$ cat config.mk
export PLATFORM = sky130hd
export DESIGN_NAME = sa_seq_ctrl
export DESIGN_NICKNAME = d
export VERILOG_FILES = /design/src/rtl/sa_seq_ctrl.sv
export SDC_FILE = /design/constraint.sdc
export NUM_CORES = 1
export LEC_CHECK = 0
export CAP_MARGIN = 40
export CORE_MARGIN = 5
export CORE_UTILIZATION = 48
export DETAILED_ROUTE_END_ITERATION = 10
export PLACE_DENSITY = 0.78
export RECOVER_POWER = 25
export SLEW_MARGIN = 10
export SYNTH_ARGS = -nofsm -noshare
export SYNTH_HDL_FRONTEND = slang
export SYNTH_SLANG_ARGS = --single-unit
$ cat constraint.sdc
create_clock -name clk -period 2 [get_ports clk]
set_input_delay 0.2 -clock clk [delete_from_list [all_inputs] [get_ports clk]]
set_output_delay 0.2 -clock clk [all_outputs]
set_load 0.1 [all_outputs]
$ cat src/rtl/sa_seq_ctrl.sv
// sa_seq_ctrl: tile sequencer for the systolic-array datapath.
// Turns a start/done handshake plus weight, activation and result valid/ready
// streams into the buffer and array enables for one tile:
// weight load -> weight write -> activation stream -> pipeline flush -> result drain.
// Optional build macro SA_PERF_CNT_EN adds a 16-bit perf_cycles port that
// reports the busy-cycle count of the last completed tile.
module sa_seq_ctrl #(
    parameter int ARRAY_W  = 4,
    parameter int K_MAX    = 16,
    parameter int CNT_W    = 5,
    parameter int PIPE_LAT = 2*ARRAY_W-1
) (
    input  logic             clk,
    input  logic             rst,
    input  logic             start,
    input  logic [CNT_W-1:0] k_len,
    output logic             busy,
    output logic             done,
    output logic             err,
    input  logic             w_valid,
    output logic             w_ready,
    input  logic             a_valid,
    output logic             a_ready,
    output logic             o_valid,
    input  logic             o_ready,
    output logic             weight_buffer_load_en,
    output logic             weight_buffer_out_en,
    output logic             write_weight_en,
    output logic             input_buffer_load_en,
    output logic             input_buffer_out_en,
    output logic             output_buffer_load_en,
    output logic             output_buffer_out_en
`ifdef SA_PERF_CNT_EN
    ,
    output logic [15:0]      perf_cycles
`endif
);

    typedef enum logic [2:0] {
        S_IDLE,
        S_LOAD_W,
        S_WRITE_W,
        S_STREAM,
        S_FLUSH,
        S_DRAIN,
        S_DONE
    } state_t;

    localparam logic [CNT_W-1:0] W_LAST = CNT_W'(ARRAY_W - 1);
    localparam logic [CNT_W-1:0] F_LAST = CNT_W'(PIPE_LAT - 1);
    localparam logic [CNT_W-1:0] K_LIM  = CNT_W'(K_MAX);

    state_t           state;
    logic [CNT_W-1:0] cnt;
    logic [CNT_W-1:0] k_lat;
    logic [CNT_W-1:0] k_last;
    logic             k_ok;
    logic             w_beat;
    logic             a_beat;
    logic             o_beat;

    assign k_ok   = (k_len != '0) && (k_len <= K_LIM);
    assign k_last = k_lat - CNT_W'(1);
    assign w_beat = w_valid && w_ready;
    assign a_beat = a_valid && a_ready;
    assign o_beat = o_valid && o_ready;

    // State and beat/cycle counter; the counter is cleared on every state entry.
    always_ff @(posedge clk or posedge rst) begin
        if (rst) begin
            state <= S_IDLE;
            cnt   <= '0;
            k_lat <= '0;
        end else begin
            case (state)
                S_IDLE: begin
                    cnt <= '0;
                    if (start && k_ok) begin
                        k_lat <= k_len;
                        state <= S_LOAD_W;
                    end
                end
                S_LOAD_W: begin
                    if (w_beat) begin
                        if (cnt == W_LAST) begin
                            cnt   <= '0;
                            state <= S_WRITE_W;
                        end else begin
                            cnt <= cnt + CNT_W'(1);
                        end
                    end
                end
                S_WRITE_W: begin
                    if (cnt == W_LAST) begin
                        cnt   <= '0;
                        state <= S_STREAM;
                    end else begin
                        cnt <= cnt + CNT_W'(1);
                    end
                end
                S_STREAM: begin
                    if (a_beat) begin
                        if (cnt == k_last) begin
                            cnt   <= '0;
                            state <= S_FLUSH;
                        end else begin
                            cnt <= cnt + CNT_W'(1);
                        end
                    end
                end
                S_FLUSH: begin
                    if (cnt == F_LAST) begin
                        cnt   <= '0;
                        state <= S_DRAIN;
                    end else begin
                        cnt <= cnt + CNT_W'(1);
                    end
                end
                S_DRAIN: begin
                    if (o_beat) begin
                        if (cnt == k_last) begin
                            cnt   <= '0;
                            state <= S_DONE;
                        end else begin
                            cnt <= cnt + CNT_W'(1);
                        end
                    end
                end
                S_DONE: begin
                    cnt   <= '0;
                    state <= S_IDLE;
                end
                default: begin
                    cnt   <= '0;
                    state <= S_IDLE;
                end
            endcase
        end
    end

    // Output decode: ready signals come from state alone, enables qualify with handshakes.
    always_comb begin
        busy                  = (state != S_IDLE);
        done                  = (state == S_DONE);
        err                   = (state == S_IDLE) && start && !k_ok && !rst;
        w_ready               = 1'b0;
        a_ready               = 1'b0;
        o_valid               = 1'b0;
        weight_buffer_load_en = 1'b0;
        weight_buffer_out_en  = 1'b0;
        write_weight_en       = 1'b0;
        input_buffer_load_en  = 1'b0;
        input_buffer_out_en   = 1'b0;
        output_buffer_load_en = 1'b0;
        output_buffer_out_en  = 1'b0;
        case (state)
            S_LOAD_W: begin
                w_ready               = 1'b1;
                weight_buffer_load_en = w_valid;
            end
            S_WRITE_W: begin
                weight_buffer_out_en = 1'b1;
                write_weight_en      = 1'b1;
            end
            S_STREAM: begin
                a_ready              = 1'b1;
                input_buffer_load_en = a_valid;
                input_buffer_out_en  = 1'b1;
            end
            S_FLUSH: begin
                input_buffer_out_en   = 1'b1;
                output_buffer_load_en = 1'b1;
            end
            S_DRAIN: begin
                o_valid              = 1'b1;
                output_buffer_out_en = o_ready;
            end
            default: begin
            end
        endcase
    end

`ifdef SA_PERF_CNT_EN
    logic [15:0] perf_cnt;

    // Busy-cycle counter; the DONE cycle is included in the value published to perf_cycles.
    always_ff @(posedge clk or posedge rst) begin
        if (rst) begin
            perf_cnt    <= '0;
            perf_cycles <= '0;
        end else if (state == S_IDLE) begin
            perf_cnt <= '0;
        end else begin
            if (perf_cnt != 16'hFFFF) begin
                perf_cnt <= perf_cnt + 16'd1;
            end
            if (state == S_DONE) begin
                perf_cycles <= (perf_cnt == 16'hFFFF) ? 16'hFFFF : perf_cnt + 16'd1;
            end
        end
    end
`endif

endmodule

Yosys cells after proc, flatten, opt, wreduce, memory -nomap -nowiden
Cells that the tools add are included.
{"block": "classes", "n_addsub": 2, "magnitude_cmp": 1, "eq_ne": 18, "muxes": 26, "n_reduce_logical": 17}
{"op": "two-way mux 5 bit", "count": 6}
{"op": "two-way mux 3 bit", "count": 9}
{"op": "one-hot mux 5 bit (5 select lines)", "count": 1}
{"op": "!= test 2 bit (second input constant)", "count": 9}
{"op": "one-hot mux 3 bit (6 select lines)", "count": 1}
{"op": "equality test 3 bit (second input constant)", "count": 3}
{"op": "two-way mux 1 bit", "count": 9}
{"op": "AND reduction 9 bit", "count": 1}
{"op": "logical AND 1 bit", "count": 8}
{"op": "equality test 3 x 2 -> 1 bit (second input constant)", "count": 2}
{"op": "adder 5 x 1 -> 5 bit (second input constant)", "count": 1}
{"op": "equality test 5 x 2 -> 1 bit (second input constant)", "count": 1}
{"op": "equality test 5 x 3 -> 1 bit (second input constant)", "count": 1}
{"op": "equality test 5 bit", "count": 1}
{"op": "less-or-equal comparator 5 bit (second input constant)", "count": 1}
{"op": "nonzero test 5 bit", "count": 1}
{"op": "subtractor 5 x 1 -> 5 bit (second input constant)", "count": 1}
{"op": "equality test 3 x 1 -> 1 bit (second input constant)", "count": 1}
{"op": "logical NOT 3 bit", "count": 1}
{"op": "AND reduction 3 bit", "count": 1}
{"op": "nonzero test 3 bit", "count": 1}
{"op": "logical NOT 1 bit", "count": 2}
{"op": "AND reduction 2 bit", "count": 1}
{"op": "OR reduction 2 bit", "count": 1}
{"block": "word_totals", "register_bits": 13, "in_bits": 11, "output_inout_bits": 13, "elab_cells": 67}

Longest topological paths before layout
Gate-level depths: netlist (run 1).
{"block": "depth", "ltp_word": 5, "depth_mapped": 7}

Worst setup path before layout (run 1)
No wires, ideal clock.
{"block": "synth_path", "path_kind": "flip-flop to output port", "startpoint": "register state[0]", "endpoint": "output port done", "t_arrival_ns": 2.921, "t_required_ns": 1.800, "setup_slack_ns": -1.121, "stages_incl_launch_ff": 4, "path_buffers": 2, "path_cell_list": "dfrtp_1 buf_2 clkbuf_1 nor3b_1"}
{"block": "synth_via", "elab_chain_len": 1}
{"item": "start, declared", "line_no": "53", "text": "state_t state;"}
{"item": "start signal, assigned", "line_no": "71", "text": "state <= S_IDLE;"}
{"item": "start signal, assigned", "line_no": "80", "text": "state <= S_LOAD_W;"}
{"item": "start signal, assigned", "line_no": "87", "text": "state <= S_WRITE_W;"}
{"item": "equality test 3 bit", "line_no": "144", "text": "done = (state == S_DONE);"}
{"item": "end, declared", "line_no": "18", "text": "output logic done,"}
Every way passes these cells.

Worst setup path in the final report (run 1)
{"block": "layout_path", "startpoint": "register k_lat[1]", "endpoint": "register state[0]"}
{"block": "layout_via", "elab_chain_len": 4}
{"item": "start, declared", "line_no": "55", "text": "logic [CNT_W-1:0] k_lat;"}
{"item": "start signal, assigned", "line_no": "79", "text": "k_lat <= k_len;"}
{"item": "subtractor 5 x 1 -> 5 bit *", "line_no": "63", "text": "assign k_last = k_lat - CNT_W'(1);"}
{"item": "equality test 5 bit *", "line_no": "103, 121"}
{"item": "!= test 2 bit (no line)"}
{"item": "AND reduction 9 bit (no line) *"}
{"item": "end signal, assigned", "line_no": "71"}
{"item": "end signal, assigned", "line_no": "105", "text": "state <= S_FLUSH;"}
{"item": "end signal, assigned", "line_no": "123", "text": "state <= S_DONE;"}
Mark *: on every way between the ends. The rest lies on a longest branch, timed or not.
A chain may end at the register's enable or synchronous reset.

==> results.sh, run 1 <==
export IMPL_cap_violations=0
export IMPL_endpoint="state[0]$_DFFE_PP0P_"
export IMPL_vias=873
export IMPL_start_util_pct=50.1
export IMPL_coreArea_um2=1940
export IMPL_rsz0062_at_grt="true"
export IMPL_clk_insertion_delay_late_ns=0.28
export IMPL_drive_above_1_share_pct=32.3
export IMPL_die_area_um2=3030
export IMPL_timing_final_ws_setup_ns=0.117
export IMPL_syn_area_um2=972
export IMPL_cts_tree="built"
export IMPL_synth_area_top_cells="dfrtp_1, xnor2_1, mux2_2"
export IMPL_p_clk_share_pct=6.7
export IMPL_cts_max_level=1
export IMPL_start_kind="flip-flop"
export IMPL_final_area_um2=1460
export IMPL_switchingPower_mw=1.30
export IMPL_final_setup_tns_ns=0
export IMPL_antenna_found_initial=0
export IMPL_drc_errors=0
export IMPL_p_sw_share_pct=53.2
export IMPL_arrival_ns=2.05
export IMPL_post_dp_cell_area_um2=1430
export IMPL_setup_worst_path_start="k_lat[1]$_DFFE_PP0P_"
export IMPL_clock_tree_root_cell="clkbuf_4"
export IMPL_p_per_area_nw_per_um2=1670
export IMPL_r2r_cells=7
export IMPL_max_freq_mhz=531
export IMPL_synth_warning_count=0
export IMPL_status="completed"
export IMPL_dpl_worst_slack_ns=-0.0325
export IMPL_diodes=0
export IMPL_critPathRequiredTime_ns=2.17
export IMPL_syn_nets=116
export IMPL_synthCells=102
export IMPL_relSlewSlack_pct=50.7
export IMPL_p_int_mw=1.14
export IMPL_setup_viol=0
export IMPL_finalCriticalPeriod_ns=1.88
export IMPL_io_pins=24
export IMPL_comb_power_share_pct=74.2
export IMPL_n_fill_cell=148
export IMPL_final_setup_skew_ns=0.00451
export IMPL_groute_usage_overall_pct=19.3
export IMPL_grt_first_pass_wirelength_um=4160
export IMPL_dp_hpwl_um=1990
export IMPL_worst_slew_pin_slew_ns=0.739
export IMPL_fin_crit_sh_pct=94.1
export IMPL_path_class="reg -> reg"
export IMPL_post_cts_repair_setup_buffers=0
export IMPL_end_kind="flip-flop"
export IMPL_p_leak_nw=0.636
export IMPL_fp_row_count=16
export IMPL_critPathMaxFanout=4
export IMPL_gp_congestion=0.824
export IMPL_die_width_um=55.0
export IMPL_seqPwrFrac_pct=19.0
export IMPL_clockBufferDepth=2
export IMPL_r2r_end="state[0]$_DFFE_PP0P_"
export IMPL_yosys_area_top_type="dfrtp_1"
export IMPL_grt_pass1_vias=902
export IMPL_hp_class="reg -> reg"
export IMPL_mostFrequentLayoutCells="dfrtp_1, buf_12, xnor2_1, clkdlybuf4s50_1, buf_4"
export IMPL_finalHoldViolCount=0
export IMPL_drtPass1Iterations=4
export IMPL_final_nets=148
export IMPL_ir_drop_mv=0.980
export IMPL_clkTransAtPathRegs_ns=0.07
export IMPL_drtIter0Drc=12
export IMPL_numCtsBuffers=3
export IMPL_wire_per_inst_um=15.2
export IMPL_slew_violations=0
export IMPL_ys_ff_latch=13
export IMPL_rrSetupSlack_ns=0.12
export IMPL_reg2reg_from="k_lat[1]$_DFFE_PP0P_"
export IMPL_synth_cell_types=40
export IMPL_ant_nets=0
export IMPL_ys_seq_area_share_pct=33.5
export IMPL_port_buffers=23
export IMPL_routed_wl_um=2440
export IMPL_via_per_inst=5.46
export IMPL_grt_overflow=0
export IMPL_syn_to_final_growth_pct=50.5
export IMPL_numClockSinks=13
export IMPL_netlist_area_leader_share_pct=33.5
export IMPL_grt_max_degree=14
export IMPL_avgSynthCellArea_um2=9.53
export IMPL_die_y_um=55.0
sequential cells by signal (all words and copies together), names as in the netlist:
register  cells
state         3
cnt           5
k_lat         5
layout make-up:
type	count	area (um2)	share of cell area [%]
Inverter	7	26.3	1.80
Multi-Input combinational cell	77	627	42.9
Timing Repair Buffer	32	424	29.0
Tap cell	27	33.8	2.31
Clock buffer	4	26.3	1.80
Sequential cell	13	325	22.2
critical path: stages (launching register included):
cell and delay, ns:
dfrtp_1 0.40, inv_1 0.06, ha_1 0.21, nand2b_1 0.11, o32ai_1 0.25, o22ai_1 0.21
nor3_4 0.20, mux2_1 0.33
kinds of logic after synthesis:
family | synth area share (%)
buffers and inverters | 5.66
DFF | 33.5
adders and majority gates | 3.86
xor gates and xnor gates | 9.91
muxes | 7.98
AOI/OAI and AO/OA | 15.1
and+or+nand+nor | 24.1
power by group through the flow:
| stage | Clock (mW) | Sequential (mW) | Combinational [mW] |
|---|---|---|---|
| 2_1_floorplan | 0 | 0.406 | 1.29 |
| 3_3_place_gp | 0 | 0.458 | 1.76 |
| 3_5_place_dp | 0 | 0.465 | 1.80 |
| 4_1_cts | 0.169 | 0.460 | 1.81 |
| 5_1_grt | 0.187 | 0.477 | 1.91 |
| 6_report | 0.164 | 0.464 | 1.81 |
worst min-delay path by stage:
| stage | startpoint | endpoint | slack (ns) | depth (start not counted) |
|---|---|---|---|---|
| after floorplan | rst | cnt[0]$_DFFE_PP0P_ | 0.09 | 1 |
| after global placement | k_lat[4]$_DFFE_PP0P_ | k_lat[4]$_DFFE_PP0P_ | 0.52 | 1 |
| after detailed placement | k_lat[1]$_DFFE_PP0P_ | k_lat[1]$_DFFE_PP0P_ | 0.53 | 1 |
| after CTS | rst | state[1]$_DFFE_PP0P_ | 0.26 | 3 |
| after global routing | k_lat[1]$_DFFE_PP0P_ | k_lat[1]$_DFFE_PP0P_ | 0.57 | 1 |
| final | k_lat[4]$_DFFE_PP0P_ | k_lat[4]$_DFFE_PP0P_ | 0.54 | 1 |
cells in the mapped netlist:
cell type  number
nor3_1          2
a21boi_0        1
or3_1           1
and3_1          3
buf_2           2
mux2i_1         1
nor2b_1         2
o22ai_1         2
xor2_1          2
nand3_2         1
nor2b_2         1
mux2_1          1
clkbuf_1        1
buf_4           2
o32ai_1         1
mux2_2          5
nand3_1         2
a211oi_1        2
xnor2_1         9
nand2_1         3
nor2_1         10
nor3b_1         1
a21o_1          1
a32oi_4         1
nand2b_1        4
a311oi_1        1
ha_1            3
nand3b_1        1
inv_1           7
and2b_4         1
and4_1          2
o21ba_2         1
a21oi_1         2
a311o_1         2
o21ai_0         2
o221ai_1        1
and2_1          2
nor3_4          1
dfrtp_1        13
nor4_1          2
repair_timing:
item / CTS / global route
endpoints found under the setup margin: 0 / 4
gates resized for setup: 0 / 2
hold buffers: 0 / 0
metal layers:
metal / vias up / wire length, um / track usage, %
met4: 0 / 38 / 6.07
met2: 26 / 1230 / 35.2
met3: 4 / 129 / 3.75
met1: 418 / 1040 / 22.5
li1: 425 / - / -
met5: - / 0 / 0
per-stage QoR:
step / hold WS (ns) / std cells / util [%] / power (mW)
after CTS: 0.264 / 160 / 75.1 / 2.44
after global routing: 0.572 / 160 / 75.3 / 2.58
after detailed placement: 0.530 / 156 / 73.7 / 2.27
after floorplan: 0.0853 / 102 / - / 1.69
after global placement: 0.517 / 156 / 73.7 / 2.22
final: 0.545 / 160 / 75.3 / 2.44
(Power assumes the default switching activity.)
==> run 2, diff against run 1 <==
Clock period 2 ns to 1.8 ns, I/O delays scaled along.
==> run 2 against run 1 <==
Against the previous run: the run now ends with negative setup slack left; non-clock buffer count grew 11; first-iteration DRC count grew 67%; global-route usage grew 1.3 points; critical endpoint unchanged; largest power group unchanged; highest routed layer unchanged.
==> results.sh, run 2 (synthesis gave the netlist of run 1 again) <==
export IMPL_antenna_found_initial=0
export IMPL_ant_nets=0
export IMPL_clk_insertion_delay_late_ns=0.27
export IMPL_grt_util_met1_pct=26.5
export IMPL_reg_top3="cnt: 5 flops, k_lat: 5 flops, state: 3 flops"
export IMPL_port_buffers=23
export IMPL_numClockSinks=13
export IMPL_drtPass1Iterations=4
export IMPL_n_fill_cell=97
export IMPL_vias=972
export IMPL_p_leak_nw=0.735
export IMPL_mostFrequentLayoutCell="buf_4"
export IMPL_syn_to_final_growth_pct=71.7
export IMPL_gp_congestion=0.863
export IMPL_die_y_um=55.0
export IMPL_start_kind="flip-flop"
export IMPL_final_nets=159
export IMPL_slew_violations=0
export IMPL_fp_row_count=16
export IMPL_p_per_area_nw_per_um2=1920
export IMPL_coreArea_um2=1940
export IMPL_fin_cells=171
export IMPL_via_per_inst=5.68
export IMPL_finalCriticalPeriod_ns=1.84
export IMPL_arrival_ns=2.00
export IMPL_end_kind="flip-flop"
export IMPL_setup_viol=3
export IMPL_ir_drop_mv=1.52
export IMPL_drive_above_1_share_pct=50.7
export IMPL_relSlewSlack_pct=52.1
export IMPL_critPathRequiredTime_ns=1.96
export IMPL_cts_tree="built"
export IMPL_rsz0062_at_grt="true"
export IMPL_path_class="reg -> reg"
export IMPL_grt_overflow=0
export IMPL_whs_ns=0.565
export IMPL_gr_usage_met3_pct=2.95
export IMPL_die_area_um2=3030
export IMPL_grt_pass1_vias=937
export IMPL_drtIter0Drc=20
export IMPL_finalHoldViolCount=0
export IMPL_start_util_pct=50.1
export IMPL_hp_class="in -> async"
export IMPL_groute_usage_overall_pct=20.6
export IMPL_met2_usage_pct=35.0
export IMPL_wire_per_inst_um=17.7
export IMPL_timing_final_ws_setup_ns=-0.0420
export IMPL_clockBufferDepth=2
export IMPL_status="finished with violations"
export IMPL_mostFrequentLayoutCells="buf_4, buf_12, dfrtp_1"
export IMPL_grt_first_pass_wirelength_um=4440
export IMPL_diodes=0
export IMPL_cts_max_level=1
export IMPL_numCtsBuffers=3
export IMPL_routed_wl_um=3020
export IMPL_failed_checks="negative setup slack"
export IMPL_critPathMaxFanout=4
export IMPL_grt_max_degree=14
export IMPL_clock_tree_root_cell="clkbuf_4"
export IMPL_drc_errors=0
export IMPL_final_setup_skew_ns=0.00421
export IMPL_die_width_um=55.0
export IMPL_cap_violations=0
export IMPL_worst_slew_pin_slew_ns=0.718
export IMPL_clkTransAtPathRegs_ns=0.08
export IMPL_dp_hpwl_um=1940
export IMPL_max_freq_mhz=543
export IMPL_multi_input_area_um2=749
export IMPL_dp_cells=163
export IMPL_fin_crit_sh_pct=102
export IMPL_grt_busiest_layer="met2"
export IMPL_io_pins=24
export IMPL_final_setup_tns_ns=-0.0495
export IMPL_seq_area_um2=327
==> run 2: final timing paths <==
check	startpoint	to	slack, ns	depth (start not counted)
hold / removal	rst	k_lat[1]$_DFFE_PP0P_	0.56	3
setup reg to reg	k_lat[0]$_DFFE_PP0P_	state[0]$_DFFE_PP0P_	-0.04	7
hold reg to reg	k_lat[4]$_DFFE_PP0P_	k_lat[4]$_DFFE_PP0P_	0.59	1
max in group asynchronous	rst	state[0]$_DFFE_PP0P_	0.74	3
setup / recovery	k_lat[0]$_DFFE_PP0P_	state[0]$_DFFE_PP0P_	-0.04	7
min in group clk	k_lat[4]$_DFFE_PP0P_	k_lat[4]$_DFFE_PP0P_	0.59	1
==> run 2: routing by layer <==
| layer | part of all wire (%) | vias to the layer above |
|---|---|---|
| met1 | 41 | 461 |
| met3 | 6.7 | 8 |
| met2 | 49 | 54 |
| met5 | 0 | - |
| met4 | 2.6 | 0 |
| li1 | - | 449 |
==> run 2: critical path, cell delays in order (launching register included) <==
cell	delay, ns
dfrtp_1	0.38
inv_2	0.06
ha_4	0.18
o21ba_2	0.19
o221ai_1	0.19
o22ai_2	0.17
nor3_4	0.23
mux2_4	0.32
==> run 2: layout make-up <==
cell class,count,area share (%)
multi-input combinational,77,44.9
timing repair buffer,43,30.4
sequential,13,19.6
tap,27,2.02
clock buffer,4,1.57
inverter,7,1.57
==> run 2: report_power, final <==
group          switching, mW  total, mW  leakage, nW  internal, mW
combinational           1.43       2.49        0.558          1.06
clock                 0.0931      0.179       0.0150        0.0858
sequential             0.147      0.526        0.162         0.379
total                   1.67       3.20        0.735          1.53
==> run 2: stage by stage <==
stage | cell area (um2) | setup WS, ns | total power [mW] | util, %
after floorplan | 1010 | -0.347 | 1.89 | -
after global placement | 1490 | -0.0441 | 2.54 | 76.7
after detailed placement | 1490 | -0.150 | 2.59 | 76.7
after CTS | 1610 | 0.000681 | 2.94 | 83.1
after global routing | 1670 | -0.125 | 3.34 | 86.0
final | 1670 | -0.0420 | 3.20 | 86.0
==> run 2: repair_timing <==
action                                 in CTS  in global routing
pin swaps                                   4                  6
setup buffers                               3                  2
setup endpoints to repair                   5                  9
hold buffers                                0                  0
endpoints found under the hold margin       0                  0
gates resized for setup                    16                 10
==> RTL change (settings of run 1) <==
Compare `cnt` against `W_LAST` with >= in place of ==.
--- a/src/rtl/sa_seq_ctrl.sv
+++ b/src/rtl/sa_seq_ctrl.sv
@@ -82,7 +82,7 @@
                 end
                 S_LOAD_W: begin
                     if (w_beat) begin
-                        if (cnt == W_LAST) begin
+                        if (cnt >= W_LAST) begin
                             cnt   <= '0;
                             state <= S_WRITE_W;
                         end else begin
Formal check against the unedited RTL: no difference found for any inputs over 10 cycles, from zero or initial values and one cycle with rst high; that may be too few to reach the edited logic, so the function may still have changed.
==> RTL change against run 1 <==
Wire length grew 18%. Hold slack lost 0.0046 ns. Area after synthesis grew 9.0%. Sequential cell count is the same. Final cell count grew 18%. Largest cell class unchanged. Critical path depth grew 1. Highest routed layer unchanged. First-iteration DRC count grew 50%. Total power grew 21%. Count of clock-buffer cells in the layout is the same. Design area grew 13%. Worst setup slack lost 0.11 ns. Sequential share of layout area shrank 2.5 points.
==> RTL change: results (changes against run 1) <==
outcome:
  status: "completed"
detailed_routing:
  wl_met3_um: 162  # +26%
  dr_wl_met2_mm: 1.52  # +24%
  wire_per_inst_um: 15.2  # -0.33%
  via_per_inst: 5.68  # +4.1%
  drt-initial-drc-count: 18  # +6
  wl_met1_mm: 1.13  # +8.8%
pwr:
  ir_worst_vdd_v: 0.00129  # +31%
  p_leak_nw: 0.692  # +8.8%
  intPower_w: 0.00137  # +20%
clock_tree:
  cts_buffers: 3  # unchanged
worst_setup_path:
  slowest_stage: "or4bb_4"
  cp_data_arrival_time_ns: 2.16  # +0.11 ns
  rr_startpoint: "cnt[0]"
  endpoint: "state[1]"
  reg2reg_depth: 8  # +1
  cp_max_fo: 3  # -1
  cp_slowest_stage_delay_ns: 0.54  # +0.14 ns
  rrSetupSlack_ns: 0.009  # -0.11 ns
timing:
  tightest_slew_ns: 0.702  # -0.0364 ns
  fin_skew_ns: 0.00600  # +0.00149 ns
global_routing:
  grt_max_degree: 14  # unchanged
  grt_pass1_wl_mm: 5.02  # +21%
  track_usage_pct: 19.4  # +0.049 points
  grt_pass1_vias: 1141  # +26%
yosys:
  synth_cell_type_count: 41  # +2.5%
  synth_fp_nets: 135  # +16%
  synthTopCellsByCount: "dfrtp_1 (13), nand2_1 (13), nor2_1 (10), o21ai_0 (8)"
  yosysSeqAreaShare_pct: 30.7  # -2.8 points
  synth_area_per_cell_um2: 8.76  # -8.1%
placed_design:
  gp_congestion: 0.888  # +7.7%
  placed_area_um2: 1580  # +10%
  post-place-cells: 182  # +17%
  dp.final_hpwl_mm: 2.20  # +11%
worst_hold_path:
  hold_path_class: "flip-flop to flip-flop"
  hp-start: "k_lat[4]"
cells_and_area:
  layout.cells.non_filler: 189  # +18%
  drive_above_1_share_pct: 37.9  # +5.6 points
==> RTL change: cell types whose count changed after synthesis, sizes merged, moves of 3 or more <==
cell and change:
nand2 +10, o21ai +7, xnor2 -4, nor2b -3, o211ai +3
==> RTL change: logic make-up (layout without fill, tap and decap cells) <==
group                    after synthesis  after routing  synth area share (%)
flip-flops                            13             13                  30.7
adder cells (fa/ha/maj)                3              3                  3.54
multiplexers                           6              6                  6.37
buffers and inverters                 13             53                  7.91
AND/OR/NAND/NOR                       47             47                  24.1
XOR/XNOR                               7              7                  5.79
AO/OA/AOI/OAI                         32             32                  21.6
==> RTL change: worst min-delay path by stage <==
stage	end	slack, ns	cells after the start
after floorplan	cnt[0]	0.09	1
final	k_lat[4]	0.54	1
after global placement	state[2]	0.53	3
after detailed placement	k_lat[4]	0.53	1
after global routing	k_lat[4]	0.57	1
after CTS	state[0]	0.24	3
==> RTL change: area by class of cell <==
type                       instances  area share [%]
multi-input combinational         95            44.6
timing repair buffer              43            30.6
tap                               28            2.11
clock buffer                       4            1.59
inverter                           6            1.36
sequential                        13            19.7
==> RTL change: worst max-delay path, delay by kind of cell (launching register included) <==
kind                       cells  cell delay (ns)
and+or+nand+nor                3             0.76
DFF                            1             0.40
adders and majority gates      1             0.15
AOI/OAI and AO/OA              3             0.51
buffers and inverters          1             0.06
==> RTL change: routing by layer <==
metal	up-vias	track usage, %
li1	520	-
met1	509	20.8
met2	39	36.1
met3	6	4.30
met4	0	8.28
met5	-	0
==> RTL change: metrics by stage <==
stage	hold slack [ns]	setup TNS (ns)	util, %	power, W	worst slack (ns)
floorplan	0.0853	-0.529	-	0.00196	-0.177
global route	0.566	-0.402	76.4	0.00313	-0.0869
detailed placement	0.528	0	72.9	0.00265	0.0212
CTS	0.238	0	75.3	0.00288	0.0115
global placement	0.529	0	72.9	0.00260	0.0790
finish	0.540	0	76.4	0.00294	0.00928
==> RTL change: what timing repair did <==
action	4_1_cts	5_1_grt
hold buffers	0	0
buffers inserted	3	0
cloned	0	0
setup endpoints to repair	1	10
pin swaps	2	0
gates resized for setup	1	6
==> RTL change: power by group through the flow <==
stage | registers [W] | clock network (W) | logic, W
2_1_floorplan | 0.000432 | 0 | 0.00152
3_3_place_gp | 0.000482 | 0 | 0.00212
3_5_place_dp | 0.000487 | 0 | 0.00216
4_1_cts | 0.000481 | 0.000169 | 0.00223
5_1_grt | 0.000505 | 0.000190 | 0.00244
6_report | 0.000490 | 0.000166 | 0.00229
